===== config.mk =====
export PLATFORM = sky130hd
export DESIGN_NAME = fetch_unit
export DESIGN_NICKNAME = d
export VERILOG_FILES = /design/src/rtl/fetch_pkg.sv /design/src/rtl/fetch_queue.sv /design/src/rtl/fetch_unit.sv
export SDC_FILE = /design/constraint.sdc
export NUM_CORES = 1
export LEC_CHECK = 0
export ABC_AREA = 1
export BUFFER_PORTS_ARGS = -buffer_cell sky130_fd_sc_hd__buf_4
export CORE_MARGIN = 1.5
export CORE_UTILIZATION = 47
export CTS_CLUSTER_SIZE = 10
export DETAILED_ROUTE_END_ITERATION = 8
export PLACE_DENSITY = 0.67
export RECOVER_POWER = 25
export SYNTH_ARGS = -nofsm -noshare
export SYNTH_HDL_FRONTEND = slang
export SYNTH_SLANG_ARGS = --single-unit

===== constraint.sdc =====
create_clock -name clock -period 1.9 [get_ports clock]
set_input_delay 0.095 -clock clock [delete_from_list [all_inputs] [get_ports clock]]
set_output_delay 0.095 -clock clock [all_outputs]
set_load 0.05 [all_outputs]

===== src/rtl/fetch_pkg.sv =====
// Shared types and constants for the instruction fetch stage.
package fetch_pkg;

    localparam int INST_PACK       = 128;
    localparam int INST_INDEX_SIZE = 32;
    localparam int PACK_BYTES      = 16;

    typedef logic [1:0] fetch_state_t;

    localparam fetch_state_t IDLE    = 2'd0;
    localparam fetch_state_t WAIT    = 2'd1;
    localparam fetch_state_t DISCARD = 2'd2;

    typedef struct packed {
        logic [INST_INDEX_SIZE-1:0] pc;
        logic [INST_PACK-1:0]       pack;
    } fetch_entry_t;

    function automatic logic [INST_INDEX_SIZE-1:0] pack_align(
        input logic [INST_INDEX_SIZE-1:0] addr
    );
        return addr & ~INST_INDEX_SIZE'(PACK_BYTES - 1);
    endfunction

endpackage


===== src/rtl/fetch_queue.sv =====
// Circular buffer of fetched packs; head entry feeds decode.
module fetch_queue
    import fetch_pkg::*;
#(
    parameter int QUEUE_DEPTH = 4
) (
    input  logic                         clock,
    input  logic                         reset_n,
    input  logic                         push,
    input  logic                         pop,
    input  logic                         flush,
    input  fetch_entry_t                 entry_in,
    output fetch_entry_t                 entry_out,
    output logic [$clog2(QUEUE_DEPTH):0] count,
    output logic                         full,
    output logic                         empty
);

    localparam int PW = $clog2(QUEUE_DEPTH);
    localparam int CW = PW + 1;

    fetch_entry_t  slots [QUEUE_DEPTH];
    logic [PW-1:0] head;
    logic [PW-1:0] tail;
    logic          do_push;
    logic          do_pop;

    assign do_push = push && !full;
    assign do_pop  = pop && !empty;

    always_ff @(posedge clock or negedge reset_n) begin
        if (!reset_n) begin
            head  <= '0;
            tail  <= '0;
            count <= '0;
            for (int i = 0; i < QUEUE_DEPTH; i++) begin
                slots[i] <= '0;
            end
        end else if (flush) begin
            head  <= '0;
            tail  <= '0;
            count <= '0;
        end else begin
            if (do_push) begin
                slots[tail] <= entry_in;
                tail        <= tail + PW'(1);
            end
            if (do_pop) begin
                head <= head + PW'(1);
            end
            if (do_push && !do_pop) begin
                count <= count + CW'(1);
            end else if (!do_push && do_pop) begin
                count <= count - CW'(1);
            end
        end
    end

    assign entry_out = slots[head];
    assign full      = (count == CW'(QUEUE_DEPTH));
    assign empty     = (count == '0);

endmodule


===== src/rtl/fetch_unit.sv =====
// Fetch stage: PC, memory request FSM and pack queue to decode.
// Define FETCH_PERF_CNT_EN to add stall/redirect performance counters.
module fetch_unit
    import fetch_pkg::*;
#(
    parameter logic [31:0] RESET_PC    = 32'h0000_0000,
    parameter int          QUEUE_DEPTH = 4
) (
    input  logic         clock,
    input  logic         reset_n,
    output logic         mem_req,
    input  logic         mem_ready,
    output logic [31:0]  mem_addr,
    input  logic [127:0] mem_data,
    input  logic         mem_valid,
    input  logic         redirect,
    input  logic [31:0]  redirect_pc,
    output logic         dec_valid,
    input  logic         dec_ready,
    output logic [127:0] dec_pack,
    output logic [31:0]  dec_pc
`ifdef FETCH_PERF_CNT_EN
    ,
    output logic [31:0]  perf_stall_cycles,
    output logic [31:0]  perf_redirects
`endif
);

    localparam int CW = $clog2(QUEUE_DEPTH) + 1;

    fetch_state_t  state;
    fetch_state_t  state_nxt;
    logic [31:0]   fetch_pc;
    logic [31:0]   pc_nxt;
    logic          started;
    logic          issue;
    logic          push;
    logic          pop;
    logic          full;
    logic          empty;
    logic [CW-1:0] count;
    fetch_entry_t  new_entry;
    fetch_entry_t  head;

    // started holds off the first issue until mem_addr has loaded fetch_pc
    assign issue = started && (state == IDLE) && mem_ready && !redirect
                && (count < CW'(QUEUE_DEPTH));
    assign mem_req = issue;

    assign push = (state == WAIT) && mem_valid && !redirect;
    assign pop  = dec_valid && dec_ready && !redirect;

    assign new_entry = '{pc: fetch_pc, pack: mem_data};

    always_comb begin
        state_nxt = state;
        unique case (state)
            IDLE:    if (issue) state_nxt = WAIT;
            WAIT: begin
                if (mem_valid) state_nxt = IDLE;
                else if (redirect) state_nxt = DISCARD;
            end
            DISCARD: if (mem_valid) state_nxt = IDLE;
            default: state_nxt = IDLE;
        endcase
    end

    always_comb begin
        pc_nxt = fetch_pc;
        if (redirect) pc_nxt = pack_align(redirect_pc);
        else if (push) pc_nxt = fetch_pc + 32'(PACK_BYTES);
    end

    always_ff @(posedge clock or negedge reset_n) begin
        if (!reset_n) begin
            state    <= IDLE;
            fetch_pc <= RESET_PC;
            mem_addr <= '0;
            started  <= 1'b0;
        end else begin
            state    <= state_nxt;
            fetch_pc <= pc_nxt;
            mem_addr <= pc_nxt;
            started  <= 1'b1;
        end
    end

    fetch_queue #(
        .QUEUE_DEPTH(QUEUE_DEPTH)
    ) u_queue (
        .clock    (clock),
        .reset_n  (reset_n),
        .push     (push),
        .pop      (pop),
        .flush    (redirect),
        .entry_in (new_entry),
        .entry_out(head),
        .count    (count),
        .full     (full),
        .empty    (empty)
    );

    assign dec_valid = !empty;
    assign dec_pack  = head.pack;
    assign dec_pc    = head.pc;

`ifdef FETCH_PERF_CNT_EN
    always_ff @(posedge clock or negedge reset_n) begin
        if (!reset_n) begin
            perf_stall_cycles <= '0;
            perf_redirects    <= '0;
        end else begin
            if (full && (state == IDLE) && (perf_stall_cycles != '1)) begin
                perf_stall_cycles <= perf_stall_cycles + 32'd1;
            end
            if (redirect && (perf_redirects != '1)) begin
                perf_redirects <= perf_redirects + 32'd1;
            end
        end
    end
`else
    logic unused_full;
    assign unused_full = full;
`endif

endmodule

==> metrics.cfg <==
[synthesis]
synthCells = 3894
ys_types = 33
synth.cell_area_sq_um = 31000
ys_seq_area_share_pct = 53.5
synth_area_per_cell_sq_um = 7.95
ys_seq_elements = 662
yosysWarnings = 0

[layout]
fillers = 5106
multi_input_area_sq_um = 15900
regArea_sq_um = 16600
fin_area_sq_um = 43900
drive_gt1_share_pct = 22.9
final_nets = 4552
layout.cells.non_filler = 5261
area_growth_pct = 41.9

[routing]
drtPass1Iterations = 5
met3_wirelength_microns = 7350
num_vias = 30100
wl_met1_microns = 46100
avgViaCountPerCell = 5.71
first_iter_violations = 3003
top_layer_used = met5
ant_nets = 0
wl_per_cell_microns = 21.1
route.met2.wl_microns = 54200
drc = 0
totalWireLength_microns = 111000

[global_routing]
grt_max_degree = 94
grt.overflow.total = 0
grtUsageTotal_pct = 30.6
grt_pass1_wl_microns = 164000
antenna_found_initial = 4
grt_pass1_vias = 29100

[floorplanning]
rows = 93
ios = 360
core_area_sq_um = 64800
die_h_microns = 260
dieArea_sq_um = 67400
initial_core_util_pct = 47.8
dieWidth_microns = 260

[timing]
skew_ps = 26.8
layout_setup_ws_ps = -367
fmax_mhz = 441
rsz0062_at_grt = true
finalCriticalPeriod_ps = 2270
drv_slew = 0
period_share_pct = 119
max_slew_margin_pct = 5.16
setup-tns-final_ps = -50090
setup_viol = 179
hold_viol = 0
tightest_slew_ps = 1420

[setup_path]
cp.arrival_ps = 2170
ff2ff_setup_slack_ps = -30
crit_type = flip-flop to output pin
endpoint_kind = output pin
worstPathRequired_ps = 1800
worst-path-max-fanout = 11
startpoint_type = flip-flop
worstRegToRegCells = 9

[clock_network]
clk_latency_ps = 620
cts.sink_count = 662
cts_htree_levels = 3
cts_tree = yes
cts_buffer_depth = 3
cts_made_buffers = 78
cts-root-buf = clkbuf_16
clk_pin_slew_ps = 50

[power]
p_leak_nw = 21.3
irDropWorstVdd_v = 0.00192
power_mw = 61.9
p_per_area_nw_per_um2 = 1410

[place]
dpl_cell_area_sq_um = 37500
place_congestion = 0.908
dp_hpwl_microns = 59200
place_inst = 4933
portBuffers = 347

[worst_hold_path]
hp-class = input pin to async pin

[run]
drv_cap = 0

[run_status]
status = finished with violations
violations = negative setup slack

[synthesized netlist by cell type (all sizes together)]
master	number	area share, %
nand2	1294	16
o21ai	848	14
dfrtp	662	54
nor2	376	4.7
clkbuf	214	2.6
o22ai	156	3.2
o21a	100	2.4
buf	99	1.7
inv	55	0.67
nand3	43	0.70
nand4	8	0.16
o211ai	8	0.19
a21oi	6	0.097
ha	5	0.20
nor3	5	0.081
nand3b	3	0.073
clkinv	2	0.024
conb	2	0.024
xnor2	2	0.057
xor2	2	0.057
a21o	1	0.024
a31oi	1	0.020
fa	1	0.065
o221ai	1	0.028
[state kept, by name, summed over array words and instances, names as in the netlist]
signal and count:
started 1, state 2, u_queue.slots 624, fetch_pc 28, u_queue.head 2, u_queue.tail 2, u_queue.count 3
[path summary, 6_finish.rpt]
kind | startpoint | endpoint
max in group asynchronous | reset_n | u_queue.slots[551]$_DFFE_PN0P_
worst min-delay path | reset_n | u_queue.slots[607]$_DFFE_PN0P_
worst max-delay path | u_queue.head[0]$_DFFE_PN0P_ | dec_pc[25]
worst max register to register | state[1]$_DFFE_PN0P_ | u_queue.slots[309]$_DFFE_PN0P_
worst min register to register | u_queue.slots[366]$_DFFE_PN0P_ | u_queue.slots[366]$_DFFE_PN0P_
min in group clock | mem_valid | state[1]$_DFFE_PN0P_
[metal layers]
metal	track usage [%]	up-vias
li1	-	13800
met1	41.3	14800
met2	50.5	1197
met3	4.38	206
met4	10.6	2
met5	0	-
[layout make-up]
| type | count | share of cell area, % |
|---|---|---|
| Antenna cell | 3 | 0.0171 |
| Clock buffer | 98 | 4.80 |
| Clock inverter | 5 | 0.125 |
| Inverter | 57 | 0.575 |
| Multi-Input combinational cell | 2869 | 36.2 |
| Sequential cell | 662 | 37.7 |
| Tap cell | 855 | 2.44 |
| Timing Repair Buffer | 709 | 18.1 |
| Timing Repair inverter | 3 | 0.0712 |
[where the power goes]
group          switching, mW  leakage [nW]  total [mW]  internal (mW)
combinational           19.4          11.3        30.9           11.5
clock                   5.77          1.06        13.5           7.69
sequential              1.38          8.97        17.5           16.1
total                   26.5          21.3        61.9           35.4
[metrics by stage]
stage | util [%] | hold WS [ps] | setup WS [ps]
after floorplan | - | -201 | -152
after global placement | 57.8 | 51.1 | 41.3
after detailed placement | 57.8 | 35.4 | 15.9
after CTS | 64.5 | 176 | -472
after global routing | 67.8 | 253 | -414
final | 67.8 | 240 | -367
[layout by cell type (no fill, tap or decap), types with 47 or more instances in the layout]
cell type and n:
buf_12 63, inv_1 47, o21ai_2 90, o21ai_0 445, o21ai_1 295, dlygate4sd3_1 163
buf_6 129, buf_4 281, o22ai_4 155, nor2_2 75, dfrtp_1 660, o21a_1 100
nand2_1 1292, clkbuf_16 105, nor2_1 278
[cells by family (layout without fill, tap and decap cells)]
group	after synthesis	in the layout	synth area share, %
adders and majority gates	6	6	0.267
DFF	662	662	53.5
and+or+nand+nor	1729	1729	21.5
other	2	12	0.0243
AOI/OAI and AO/OA	1121	1121	19.7
xor gates and xnor gates	4	4	0.113
buffers and inverters	370	872	4.97
[worst max-delay path, stage by stage, from the launching register on]
cell	delay (ps)
dfrtp_4	500
buf_12	170
inv_8	150
clkbuf_16	200
o21ai_0	130
o22ai_4	170
buf_4	230
[timing repair]
action | 4_1_cts | 5_1_grt
cloned | 6 | 36
buffers inserted | 5 | 12
hold buffers | 163 | 0
pin swaps | 0 | 15
hold endpoints to repair | 1027 | 0
setup endpoints to repair | 179 | 612
gates resized for setup | 116 | 545
Power figures use the tool's default switching activity.
